===== src/rtl/stopwatch_lap_timer_if.sv =====
// Control, count and lap-FIFO signals of the stopwatch/lap timer.
// The master drives the controls and the slave drives the status.
interface stopwatch_lap_timer_if #(
   parameter int DATA_WIDTH = 16
) ();
   logic                  start;
   logic                  stop;
   logic                  clear;
   logic                  dir;
   logic                  lap;
   logic                  lap_pop;
   logic [DATA_WIDTH-1:0] count;
   logic                  running;
   logic                  wrap;
   logic [DATA_WIDTH-1:0] lap_data;
   logic                  lap_valid;
   logic                  lap_full;
   logic                  lap_ovf;

   modport master (
      output start, stop, clear, dir, lap, lap_pop,
      input  count, running, wrap, lap_data, lap_valid, lap_full, lap_ovf
   );

   modport slave (
      input  start, stop, clear, dir, lap, lap_pop,
      output count, running, wrap, lap_data, lap_valid, lap_full, lap_ovf
   );
endinterface


===== src/rtl/stopwatch_lap_timer.sv =====
// Up/down stopwatch with wrap limit, tick prescaler and a show-ahead lap FIFO
// that snapshots the count without stopping the timer.
module stopwatch_lap_timer #(
   parameter int DATA_WIDTH = 16,
   parameter int MAX        = 99,
   parameter int PRESCALE   = 1,
   parameter int LAP_DEPTH  = 4
) (
   input  logic                 clk,
   input  logic                 resetn,
   stopwatch_lap_timer_if.slave bus
);
   localparam int AW = $clog2(LAP_DEPTH);
   localparam int PW = (PRESCALE > 1) ? $clog2(PRESCALE) : 1;
   localparam logic [DATA_WIDTH-1:0] MAX_V   = DATA_WIDTH'(MAX);
   localparam logic [PW-1:0]         P_LAST  = PW'(PRESCALE - 1);
   localparam logic [AW:0]           DEPTH_V = (AW+1)'(LAP_DEPTH);

   typedef enum logic {IDLE, RUN} state_t;

   state_t                state_q, state_d;
   logic [PW-1:0]         pcnt_q, pcnt_d;
   logic [DATA_WIDTH-1:0] count_q, count_d;
   logic                  wrap_q, wrap_d;
   logic                  run_eff, tick;

   logic [DATA_WIDTH-1:0] mem [LAP_DEPTH];
   logic [AW-1:0]         wr_ptr, rd_ptr;
   logic [AW:0]           fill;
   logic                  lap_ovf_q;
   logic                  push_req, pop_ok, push_ok, full, empty;

   always_comb begin
      state_d = state_q;
      if (bus.stop)
         state_d = IDLE;
      else if (bus.start)
         state_d = RUN;
   end

   // A start pulse already counts in the cycle it is seen; clear suppresses the tick.
   assign run_eff = !bus.stop && (state_q == RUN || bus.start);
   assign tick    = run_eff && !bus.clear && (pcnt_q == P_LAST);

   always_comb begin
      pcnt_d  = pcnt_q;
      count_d = count_q;
      wrap_d  = 1'b0;
      if (bus.clear) begin
         pcnt_d  = '0;
         count_d = '0;
      end else begin
         if (run_eff)
            pcnt_d = (pcnt_q == P_LAST) ? '0 : pcnt_q + PW'(1);
         if (tick) begin
            if (!bus.dir) begin
               if (count_q == MAX_V) begin
                  count_d = '0;
                  wrap_d  = 1'b1;
               end else begin
                  count_d = count_q + DATA_WIDTH'(1);
               end
            end else begin
               if (count_q == '0) begin
                  count_d = MAX_V;
                  wrap_d  = 1'b1;
               end else begin
                  count_d = count_q - DATA_WIDTH'(1);
               end
            end
         end
      end
   end

   always_ff @(posedge clk) begin
      if (!resetn) begin
         state_q <= IDLE;
         pcnt_q  <= '0;
         count_q <= '0;
         wrap_q  <= 1'b0;
      end else begin
         state_q <= state_d;
         pcnt_q  <= pcnt_d;
         count_q <= count_d;
         wrap_q  <= wrap_d;
      end
   end

   // A push into a full FIFO still lands when the head is popped in the same cycle.
   assign full     = (fill == DEPTH_V);
   assign empty    = (fill == '0);
   assign push_req = bus.lap && !bus.clear;
   assign pop_ok   = bus.lap_pop && !empty && !bus.clear;
   assign push_ok  = push_req && (!full || pop_ok);

   always_ff @(posedge clk) begin
      if (!resetn) begin
         wr_ptr    <= '0;
         rd_ptr    <= '0;
         fill      <= '0;
         lap_ovf_q <= 1'b0;
      end else if (bus.clear) begin
         wr_ptr    <= '0;
         rd_ptr    <= '0;
         fill      <= '0;
         lap_ovf_q <= 1'b0;
      end else begin
         if (push_ok)
            wr_ptr <= wr_ptr + AW'(1);
         if (pop_ok)
            rd_ptr <= rd_ptr + AW'(1);
         if (push_ok && !pop_ok)
            fill <= fill + (AW+1)'(1);
         else if (pop_ok && !push_ok)
            fill <= fill - (AW+1)'(1);
         if (push_req && !push_ok)
            lap_ovf_q <= 1'b1;
      end
   end

   always_ff @(posedge clk) begin
      if (resetn && push_ok)
         mem[wr_ptr] <= count_q;
   end

   assign bus.count     = count_q;
   assign bus.running   = (state_q == RUN);
   assign bus.wrap      = wrap_q;
   assign bus.lap_data  = mem[rd_ptr];
   assign bus.lap_valid = !empty;
   assign bus.lap_full  = full;
   assign bus.lap_ovf   = lap_ovf_q;
endmodule


===== src/flat_wrapper.sv =====
// flat-port wrapper written by rule: the top's interface ports become plain ports
module stopwatch_lap_timer_flat 
#(
   parameter int DATA_WIDTH = 16,
   parameter int MAX        = 99,
   parameter int PRESCALE   = 1,
   parameter int LAP_DEPTH  = 4
)
  (clk, resetn, bus_start, bus_stop, bus_clear, bus_dir, bus_lap, bus_lap_pop, bus_count, bus_running, bus_wrap, bus_lap_data, bus_lap_valid, bus_lap_full, bus_lap_ovf);
  stopwatch_lap_timer_if #(.DATA_WIDTH(DATA_WIDTH)) bus_i ();
  input  logic clk;
  input  logic resetn;
  input wire logic [$bits(bus_i.start)-1:0] bus_start;
  input wire logic [$bits(bus_i.stop)-1:0] bus_stop;
  input wire logic [$bits(bus_i.clear)-1:0] bus_clear;
  input wire logic [$bits(bus_i.dir)-1:0] bus_dir;
  input wire logic [$bits(bus_i.lap)-1:0] bus_lap;
  input wire logic [$bits(bus_i.lap_pop)-1:0] bus_lap_pop;
  output wire logic [$bits(bus_i.count)-1:0] bus_count;
  output wire logic [$bits(bus_i.running)-1:0] bus_running;
  output wire logic [$bits(bus_i.wrap)-1:0] bus_wrap;
  output wire logic [$bits(bus_i.lap_data)-1:0] bus_lap_data;
  output wire logic [$bits(bus_i.lap_valid)-1:0] bus_lap_valid;
  output wire logic [$bits(bus_i.lap_full)-1:0] bus_lap_full;
  output wire logic [$bits(bus_i.lap_ovf)-1:0] bus_lap_ovf;
  assign bus_i.start = bus_start;
  assign bus_i.stop = bus_stop;
  assign bus_i.clear = bus_clear;
  assign bus_i.dir = bus_dir;
  assign bus_i.lap = bus_lap;
  assign bus_i.lap_pop = bus_lap_pop;
  assign bus_count = bus_i.count;
  assign bus_running = bus_i.running;
  assign bus_wrap = bus_i.wrap;
  assign bus_lap_data = bus_i.lap_data;
  assign bus_lap_valid = bus_i.lap_valid;
  assign bus_lap_full = bus_i.lap_full;
  assign bus_lap_ovf = bus_i.lap_ovf;
  stopwatch_lap_timer #(.DATA_WIDTH(DATA_WIDTH), .MAX(MAX), .PRESCALE(PRESCALE), .LAP_DEPTH(LAP_DEPTH)) u_core (.clk(clk), .resetn(resetn), .bus(bus_i));
endmodule

===== config.mk =====
export PLATFORM = sky130hd
export DESIGN_NAME = stopwatch_lap_timer_flat
export DESIGN_NICKNAME = d
export VERILOG_FILES = /design/src/rtl/stopwatch_lap_timer_if.sv /design/src/rtl/stopwatch_lap_timer.sv /design/src/flat_wrapper.sv
export SDC_FILE = /design/constraint.sdc
export NUM_CORES = 1
export LEC_CHECK = 0
export CAP_MARGIN = 20
export CORE_MARGIN = 8
export CORE_UTILIZATION = 60
export CTS_CLUSTER_SIZE = 16
export DETAILED_ROUTE_END_ITERATION = 6
export GPL_TIMING_DRIVEN = 0
export PLACE_DENSITY = 0.85
export SLEW_MARGIN = 20
export SYNTH_ARGS = -nofsm -noshare
export SYNTH_HDL_FRONTEND = slang
export SYNTH_SLANG_ARGS = --single-unit

===== constraint.sdc =====
create_clock -name clk -period 7.3 [get_ports clk]
set_clock_uncertainty 0.2 [all_clocks]
set_input_delay 1.095 -clock clk [delete_from_list [all_inputs] [get_ports clk]]
set_output_delay 1.095 -clock clk [all_outputs]
set_load 0.01 [all_outputs]

==> summary.md, run 1 <==
After synthesis, the share of flip-flops with an asynchronous set or reset is 0%. For the worst-skew pair, the clock arrives at the later sink with an insertion delay of 370 ps. The floorplan step defined a core boundary enclosing 6830 sq um. For the total clock sinks, the log shows 92. Routability-driven placement finished with a final weighted congestion of 0.942. The worst setup path is launched from a register. The run gives 45 as the boundary pin count. After routing the design area is 5070 sq um.

The first-iteration detailed-routing DRC count is 293. The tools report the capturing instance or port of the critical path as bus_lap_data[8]. The actual transition at the worst max-transition pin was 939 ps. Setup violation total in the final timing report: 0.

The power density over the cells was 216 nW/um^2. Entering global routing, the biggest net connects 17 pins. Based on the critical path, the design can be clocked at up to 0.257 GHz. Summed over its instances, the top area cell type makes up 45.2% of the synthesized netlist area. The start of the worst register-to-register path was u_core.bus.count[0]$_SDFFE_PP0P_. The pre-antenna-repair detailed-routing pass consisted of 4 iterations. The longest clock path from root to sink contains 2 buffers. For this run, design rule violations remaining after detail routing come to 0. Summing every instance area after synthesis gives 4250 sq um. The total overflow left after global routing is 0. Counting the buffers created by CTS gives 9.

The average size of a mapped cell was 13.3 sq um; the number of post-CTS setup repair buffers was 0. The flow ran to the end, and the final reports show no timing, DRC or antenna violations. During placement, the flow inserted port buffers numbering 44. The endpoint identified for the worst register-to-register timing path is u_core.bus.count[2]$_SDFFE_PP0P_. The worst supply voltage drop on vdd is 0.114 mV. Dividing the detail-routed via count by the number of cells gives 6.18. The post-detailed-route wirelength per cell was 20.1 um; the CTS H-tree depth was 3. For the setup TNS after final layout, the log shows 0 ps. Yosys attributes the largest share of cell area to sky130_fd_sc_hd__edfxtp_1, sky130_fd_sc_hd__dfxtp_1, sky130_fd_sc_hd__mux4_2.

After clock tree synthesis, the clock-pin slew on the worst setup and hold paths is 80 ps. The count of nets left with antenna violations once routing finished came out at 0. In the synthesized netlist the dominant register cell turns out to be sky130_fd_sc_hd__edfxtp_1. In the layout the commonest cells are sky130_fd_sc_hd__edfxtp_1, sky130_fd_sc_hd__clkdlybuf4s50_1, sky130_fd_sc_hd__dfxtp_1. The run gives 0 as the number of warnings issued by yosys.

Of the cells placed in the final design, the portion with a size suffix greater than 1 is 14.2%. After layout, the minimum clock period comes to 3890 ps. In the global route stage, overall resource usage came out at 20.1%.

The cell count after synthesis is 319, and the final hold violation count is 0. After detailed placement, the total cell area comes to 4810 sq um. Detailed placement finished with a half-perimeter wire length of 6.61 mm. The count of flip-flops with a built-in enable after synthesis works out to 64. TritonCTS built the clock tree. The via count of the first global-routing pass was 2864.

In the finished design, the share of the clock period the worst path needs comes to 53.3%. Measured along the y axis, the die boundary spans 100 um. Measured in cells, the most critical reg-to-reg path has a length of 7.

The most common cell after layout, fill and taps aside was sky130_fd_sc_hd__edfxtp_1. Across the run, the number of max-cap violations was 0. Wires add up to 9.54 mm. Once the floorplan was initialized, standard cells occupied 62.3% of the core. Along the worst path, the maximum fanout reaches 10.

The worst register-to-register path has a setup slack of 4570 ps. For the worst setup path, the data required time is 6000 ps. The total count of max-transition violations in the final report was 0.

The first global-routing pass estimated 15.5 mm of wire. The tools report the die outline area as 10000 sq um. The worst hold path class was reg2reg.

Headroom to the max-slew limit came out at 37.4%. The share of synthesized area occupied by flip-flops and latches was 58.4%; the critical path arrival was 2590 ps. The tools report the number of buffers inserted by hold repair at cts as 0. The number of different library cells used by synthesis comes to 58.

Summing over every cut layer, the via total after detailed routing is 2934. Setup repair after global routing left no endpoint under its margin. In this run the horizontal extent of the chip is 100 um. Of all cell types, the one taking the most synthesized area is sky130_fd_sc_hd__edfxtp_1. After synthesis the netlist holds a flip-flop and latch count of 92.

Number of antenna diodes: 0. Count of nets after finishing: 391. The number of nets handed over by synthesis was 336. The floorplan has 30 rows. The kind of capture point of the worst setup path is an output pin.

The power after layout was 0.00110 W. The run gives 0 as the number of antenna violations at the first check in global routing. Compared with the post-synthesis result, the final layout area differs by 19.2%. In this run the static leakage power is 1.77 nW. After clock tree synthesis, the repair step resized 0 gates.

The critical path class is reg2out. The cell sitting at the root of the clock tree is a sky130_fd_sc_hd__clkbuf_8.
-- power by group --
part / switching, W / leakage, nW / internal [W]
registers: 0.00000891 / 0.881 / 0.000561
clock network: 0.000186 / 0.127 / 0.000240
logic: 0.0000535 / 0.758 / 0.0000460
total: 0.000249 / 1.77 / 0.000847
-- area by class of cell --
class                   count  area, sq um
clock inverters             6          116
plain buffers              20          123
flip-flops and latches     92         2480
repair buffers             44          440
well taps                  96          120
multi-input cells         197         1610
fillers                   489         1760
clock buffers              10          138
inverters                  10         37.5
-- worst min-delay path by stage --
stage,start,end,slack (ps),depth (start not counted)
after floorplan,u_core.fill[2]$_SDFFE_PP0P_,u_core.fill[2]$_SDFFE_PP0P_,260,2
after global placement,u_core.bus.lap_ovf$_SDFFE_PP0P_,u_core.bus.lap_ovf$_SDFFE_PP0P_,250,2
after detailed placement,u_core.bus.lap_ovf$_SDFFE_PP0P_,u_core.bus.lap_ovf$_SDFFE_PP0P_,270,2
after CTS,u_core.bus.lap_ovf$_SDFFE_PP0P_,u_core.bus.lap_ovf$_SDFFE_PP0P_,290,2
after global routing,u_core.bus.lap_ovf$_SDFFE_PP0P_,u_core.bus.lap_ovf$_SDFFE_PP0P_,320,2
final,u_core.bus.lap_ovf$_SDFFE_PP0P_,u_core.bus.lap_ovf$_SDFFE_PP0P_,290,2
-- critical path, stage by stage, from the launching register on --
cell and delay (ps):
sky130_fd_sc_hd__dfxtp_1 320, sky130_fd_sc_hd__clkbuf_1 420, sky130_fd_sc_hd__buf_2 430, sky130_fd_sc_hd__mux4_2 550
sky130_fd_sc_hd__clkdlybuf4s50_1 510
-- logic make-up (layout without fill, tap and decap cells) --
group	count (synthesis)	count (layout)	synth area share, %
compound gates	56	56	9.53
xor+xnor	13	13	2.68
fa+ha+maj	9	9	2.82
buf+inv	30	90	3.77
flops	92	92	58.4
mux	18	18	8.94
simple gates	101	101	13.9
-- routing by layer --
layer	vias to the layer above	part of all wire, %	GRT usage, %
met5	-	0	0
met4	0	1.0	5.81
met2	135	49	32.8
met1	1434	42	25.5
met3	11	8.0	5.61
li1	1354	-	-
-- synth_stat cells, types with 3 or more instances --
cell	n
sky130_fd_sc_hd__nor4_1	9
sky130_fd_sc_hd__xnor2_1	7
sky130_fd_sc_hd__a32oi_1	3
sky130_fd_sc_hd__buf_6	5
sky130_fd_sc_hd__a21oi_1	14
sky130_fd_sc_hd__and3_1	6
sky130_fd_sc_hd__and2_1	3
sky130_fd_sc_hd__a31oi_1	5
sky130_fd_sc_hd__o21ai_0	12
sky130_fd_sc_hd__or3_1	3
sky130_fd_sc_hd__a211o_1	4
sky130_fd_sc_hd__nand4_1	8
sky130_fd_sc_hd__xor2_1	6
sky130_fd_sc_hd__ha_1	8
sky130_fd_sc_hd__nand2b_1	4
sky130_fd_sc_hd__clkbuf_1	11
sky130_fd_sc_hd__nand2_1	11
sky130_fd_sc_hd__nor2_1	26
sky130_fd_sc_hd__a41oi_1	4
sky130_fd_sc_hd__edfxtp_1	64
sky130_fd_sc_hd__dfxtp_1	28
sky130_fd_sc_hd__mux4_2	16
sky130_fd_sc_hd__nand3_1	5
sky130_fd_sc_hd__inv_1	10
sky130_fd_sc_hd__nor3_1	4
sky130_fd_sc_hd__or4_1	4
-- per-stage QoR --
step / hold WS [ps] / std cells / utilization (%) / worst slack [ps]
floorplan: 261 / 319 / - / 4250
global placement: 249 / 459 / 70.5 / 3650
detailed placement: 270 / 459 / 70.5 / 3620
CTS: 293 / 475 / 74.2 / 3300
global route: 317 / 475 / 74.2 / 3170
finish: 291 / 475 / 74.2 / 3410
-- flip-flops by register name (all words and copies together), names as in the netlist, named ones only --
name                count
u_core.mem             64
u_core.bus.count       16
u_core.fill             3
u_core.rd_ptr           2
u_core.wr_ptr           2
u_core.bus.lap_ovf      1
u_core.bus.running      1
u_core.bus.wrap         1
(Power assumes the default switching activity.)
==> run 2: changes to the inputs <==
- CORE_UTILIZATION: 60 -> 56
- PLACE_DENSITY: 0.85 -> 0.8
- clock period: 7.3 -> 3.6 ns (I/O delays scaled with it)
==> run 2 against run 1 <==
  * Via count rose by 0.72%
  * Non-clock buffer count did not move
  * Core utilization fell by 5.1 points
  * Register-to-register slack got worse by 3800 ps
  * Total power rose by 96%
  * Worst hold slack improved by 7.2 ps
  * Critical endpoint is now bus_lap_data[11]
  * Largest cell class unchanged
  * Largest power group unchanged
==> summary.md, run 2 (same netlist as run 1, synthesis figures left out) <==
The flow ran to the end, and the final reports show no timing, DRC or antenna violations. The logs give 0 (unchanged) for the final hold violation count and 15.4 mm (was 15.5 mm) for the global-route wire length before repair. The logs give 45 (unchanged) for the boundary pin count and 7290 sq um (was 6830 sq um) for the area of the core.

Instance count along the most critical hold path: 2 (unchanged). The total clock sinks was 92 (unchanged). Critical-path cell with the highest stage delay: sky130_fd_sc_hd__mux4_2 (unchanged). Most frequent cells in the layout: sky130_fd_sc_hd__edfxtp_1, sky130_fd_sc_hd__clkdlybuf4s50_1, sky130_fd_sc_hd__dfxtp_1 (unchanged).

The largest register by flop count was u_core.mem (unchanged). The final critical path takes up 93.4% of the cycle. The estimated wirelength of the detail-placed design was 6.58 mm (was 6.61 mm); the number of post-CTS setup repair buffers was 0 (unchanged).

TritonCTS built the clock tree. The flip-flop count of the largest register after layout works out to 64 (unchanged). Horizontal die dimension: 103 um (was 100 um). The cell at the root of the clock tree is sky130_fd_sc_hd__clkbuf_8 (unchanged). The run gives 2860 ps (was 6000 ps) as the data required time of the worst path. The post-placement setup slack is 496 ps (was 3620 ps). The register clock-pin slew on the reported worst setup and hold paths works out to 90 ps (was 80 ps).

The reported max-cap violation count came out at 0 (unchanged). For the count of nets after finishing, the log shows 391 (unchanged). The number of antenna diodes came out at 0 (unchanged). Setup repair after global routing left no endpoint under its margin.

Number of cells on the worst reg-to-reg path: 7 (unchanged). Height of the chip: 103 um (was 100 um). The tools report the start of the worst register-to-register path as u_core.bus.count[0]$_SDFFE_PP0P_ (unchanged). The run gives 58.3% (was 62.3%) as the initial core utilization. The tools report the reg-to-reg endpoint as u_core.bus.count[2]$_SDFFE_PP0P_ (unchanged).

The detailed-router iteration count before antenna repair was 5 (was 4); the largest driver fanout on the critical path was 10 (unchanged). The via-per-instance ratio was 6.18 (about the same); the highest achievable clock rate was 0.297 GHz. The synthesis-to-layout area growth came out at 18.5% (was 19.2%). The fraction of layout cells with a size suffix above 1 was 14.0% (was 14.2%). The worst hold path class was reg2reg (unchanged).

Total wire length: 9.62 mm (was 9.54 mm). For the global placer's final weighted congestion, the log shows 0.914 (was 0.942). Critical path class: reg2out (unchanged).

The logs give 0.221 mV (was 0.114 mV) for the worst supply voltage drop on vdd and 298 ps (was 291 ps) for the minimum hold slack. Critical path cell sequence: clkbuf_1 > buf_2 > mux4_2 > clkdlybuf4s50_1 (unchanged). The worst slew margin relative to its limit was 36.9% (was 37.4%). Most common cell after layout, fill and taps aside: sky130_fd_sc_hd__edfxtp_1 (unchanged). The number of antenna violations at the first check in global routing was 0 (unchanged). The number of remaining DRC errors is 0 (unchanged), and the via count of the first global-routing pass is 2906 (was 2864).

For the number of standard-cell rows in the floorplan, the log shows 31 (was 30). Overflow left after global routing: 0 (unchanged). The worst setup slack for register-to-register paths is 800 ps (was 4570 ps). The post-layout worst setup margin was 238 ps (was 3410 ps); the critical path's largest stage delay was 570 ps (was 550 ps). Leakage power: 1.74 nW (was 1.77 nW). The critical path arrival is 2620 ps (was 2590 ps), and the fraction of the core area covered by cells at the end of the flow is 69.1% (was 74.2%). For the post-detailed-route count of antenna-violating nets, the log shows 0 (unchanged). The run gives 2955 (was 2934) as the routed via count.

The total clock buffers created by CTS was 9 (unchanged). The capturing instance or port of the critical path was bus_lap_data[11] (was bus_lap_data[8]). The count of input and output buffers was 44 (unchanged). The tools report the first-iteration detailed-routing DRC count as 365 (was 293). The power density over the cells was 426 nW/um^2 (was 216 nW/um^2).

The run gives 19.5% (was 20.1%) as the overall fraction of global-route tracks in use. The worst path needs 3360 ps of the cycle, external delays included. The number of buffers inserted by hold repair at cts is 0 (unchanged), and the CTS H-tree depth is 3 (unchanged). The nature of the critical path startpoint is a register (unchanged). The tools report the maximum number of pins on one net before global-route repair as 17 (unchanged). The post-detailed-route wirelength per cell works out to 20.1 um (about the same). The quantity of gates resized following cts came out at 0 (unchanged). The kind of capture point of the worst setup path was an output pin (unchanged). The die outline area is 10600 sq um (was 10000 sq um), and the actual transition at the worst max-transition pin is 947 ps (was 939 ps). For the setup TNS after final layout, the log shows 0 ps (unchanged). The setup violation total in the final timing report is 0 (unchanged), and the clock latency on the worst-skew pair is 370 ps (about the same). The maximum clock path buffer count was 2 (unchanged); the total count of max-transition violations in the final report was 0 (unchanged).
[run 2: changes by cell type in the layout (fill, tap and decap cells not counted)]
cell	before	now
sky130_fd_sc_hd__bufinv_16	3	2
sky130_fd_sc_hd__clkbuf_1	11	12
sky130_fd_sc_hd__clkbuf_8	10	9
sky130_fd_sc_hd__clkinv_4	1	0
sky130_fd_sc_hd__clkinvlp_4	0	2
sky130_fd_sc_hd__inv_6	2	1
sky130_fd_sc_hd__inv_8	0	1
[run 2: stage by stage]
stage	instances	area, sq um	total power (W)
final	478	5040	0.00215
after CTS	478	5040	0.00215
after floorplan	319	4250	0.00131
after global routing	478	5040	0.00221
after detailed placement	462	4820	0.00138
after global placement	462	4820	0.00137
[run 2: area by class of cell]
| class | instances | area (sq um) |
|---|---|---|
| Sequential cell | 92 | 2480 |
| Clock inverter | 6 | 95.1 |
| Inverter | 10 | 37.5 |
| Buffer | 20 | 123 |
| Tap cell | 99 | 124 |
| Fill cell | 539 | 2250 |
| Clock buffer | 10 | 128 |
| Multi-Input combinational cell | 197 | 1610 |
| Timing Repair Buffer | 44 | 440 |
[run 2: worst min path at each step]
stage,startpoint,endpoint
3_5_place_dp,u_core.bus.lap_ovf$_SDFFE_PP0P_,u_core.bus.lap_ovf$_SDFFE_PP0P_
2_1_floorplan,u_core.fill[2]$_SDFFE_PP0P_,u_core.fill[2]$_SDFFE_PP0P_
5_1_grt,u_core.bus.lap_ovf$_SDFFE_PP0P_,u_core.bus.lap_ovf$_SDFFE_PP0P_
3_3_place_gp,u_core.bus.lap_ovf$_SDFFE_PP0P_,u_core.bus.lap_ovf$_SDFFE_PP0P_
6_report,u_core.bus.lap_ovf$_SDFFE_PP0P_,u_core.bus.lap_ovf$_SDFFE_PP0P_
4_1_cts,u_core.bus.lap_ovf$_SDFFE_PP0P_,u_core.bus.lap_ovf$_SDFFE_PP0P_
[run 2: power by group]
group          leakage, nW  switching (W)  total [W]  internal, W
Sequential           0.881      0.0000194    0.00116      0.00114
Combinational        0.758       0.000107   0.000201    0.0000933
Clock                0.105       0.000389   0.000788     0.000399
Total                 1.74       0.000516    0.00215      0.00163
[run 2: worst max-delay path: cells and delay by family, from the launching register on]
family | cells | cell delay, ps
buf+inv | 3 | 1350
mux | 1 | 570
flops | 1 | 320
[run 2: per-layer routing]
layer | part of all wire (%) | up-vias | track usage, %
met5 | 0 | - | 0
met4 | 1.9 | 0 | 7.45
met3 | 8.0 | 22 | 4.73
met2 | 47 | 135 | 30.0
met1 | 43 | 1444 | 26.0
li1 | - | 1354 | -
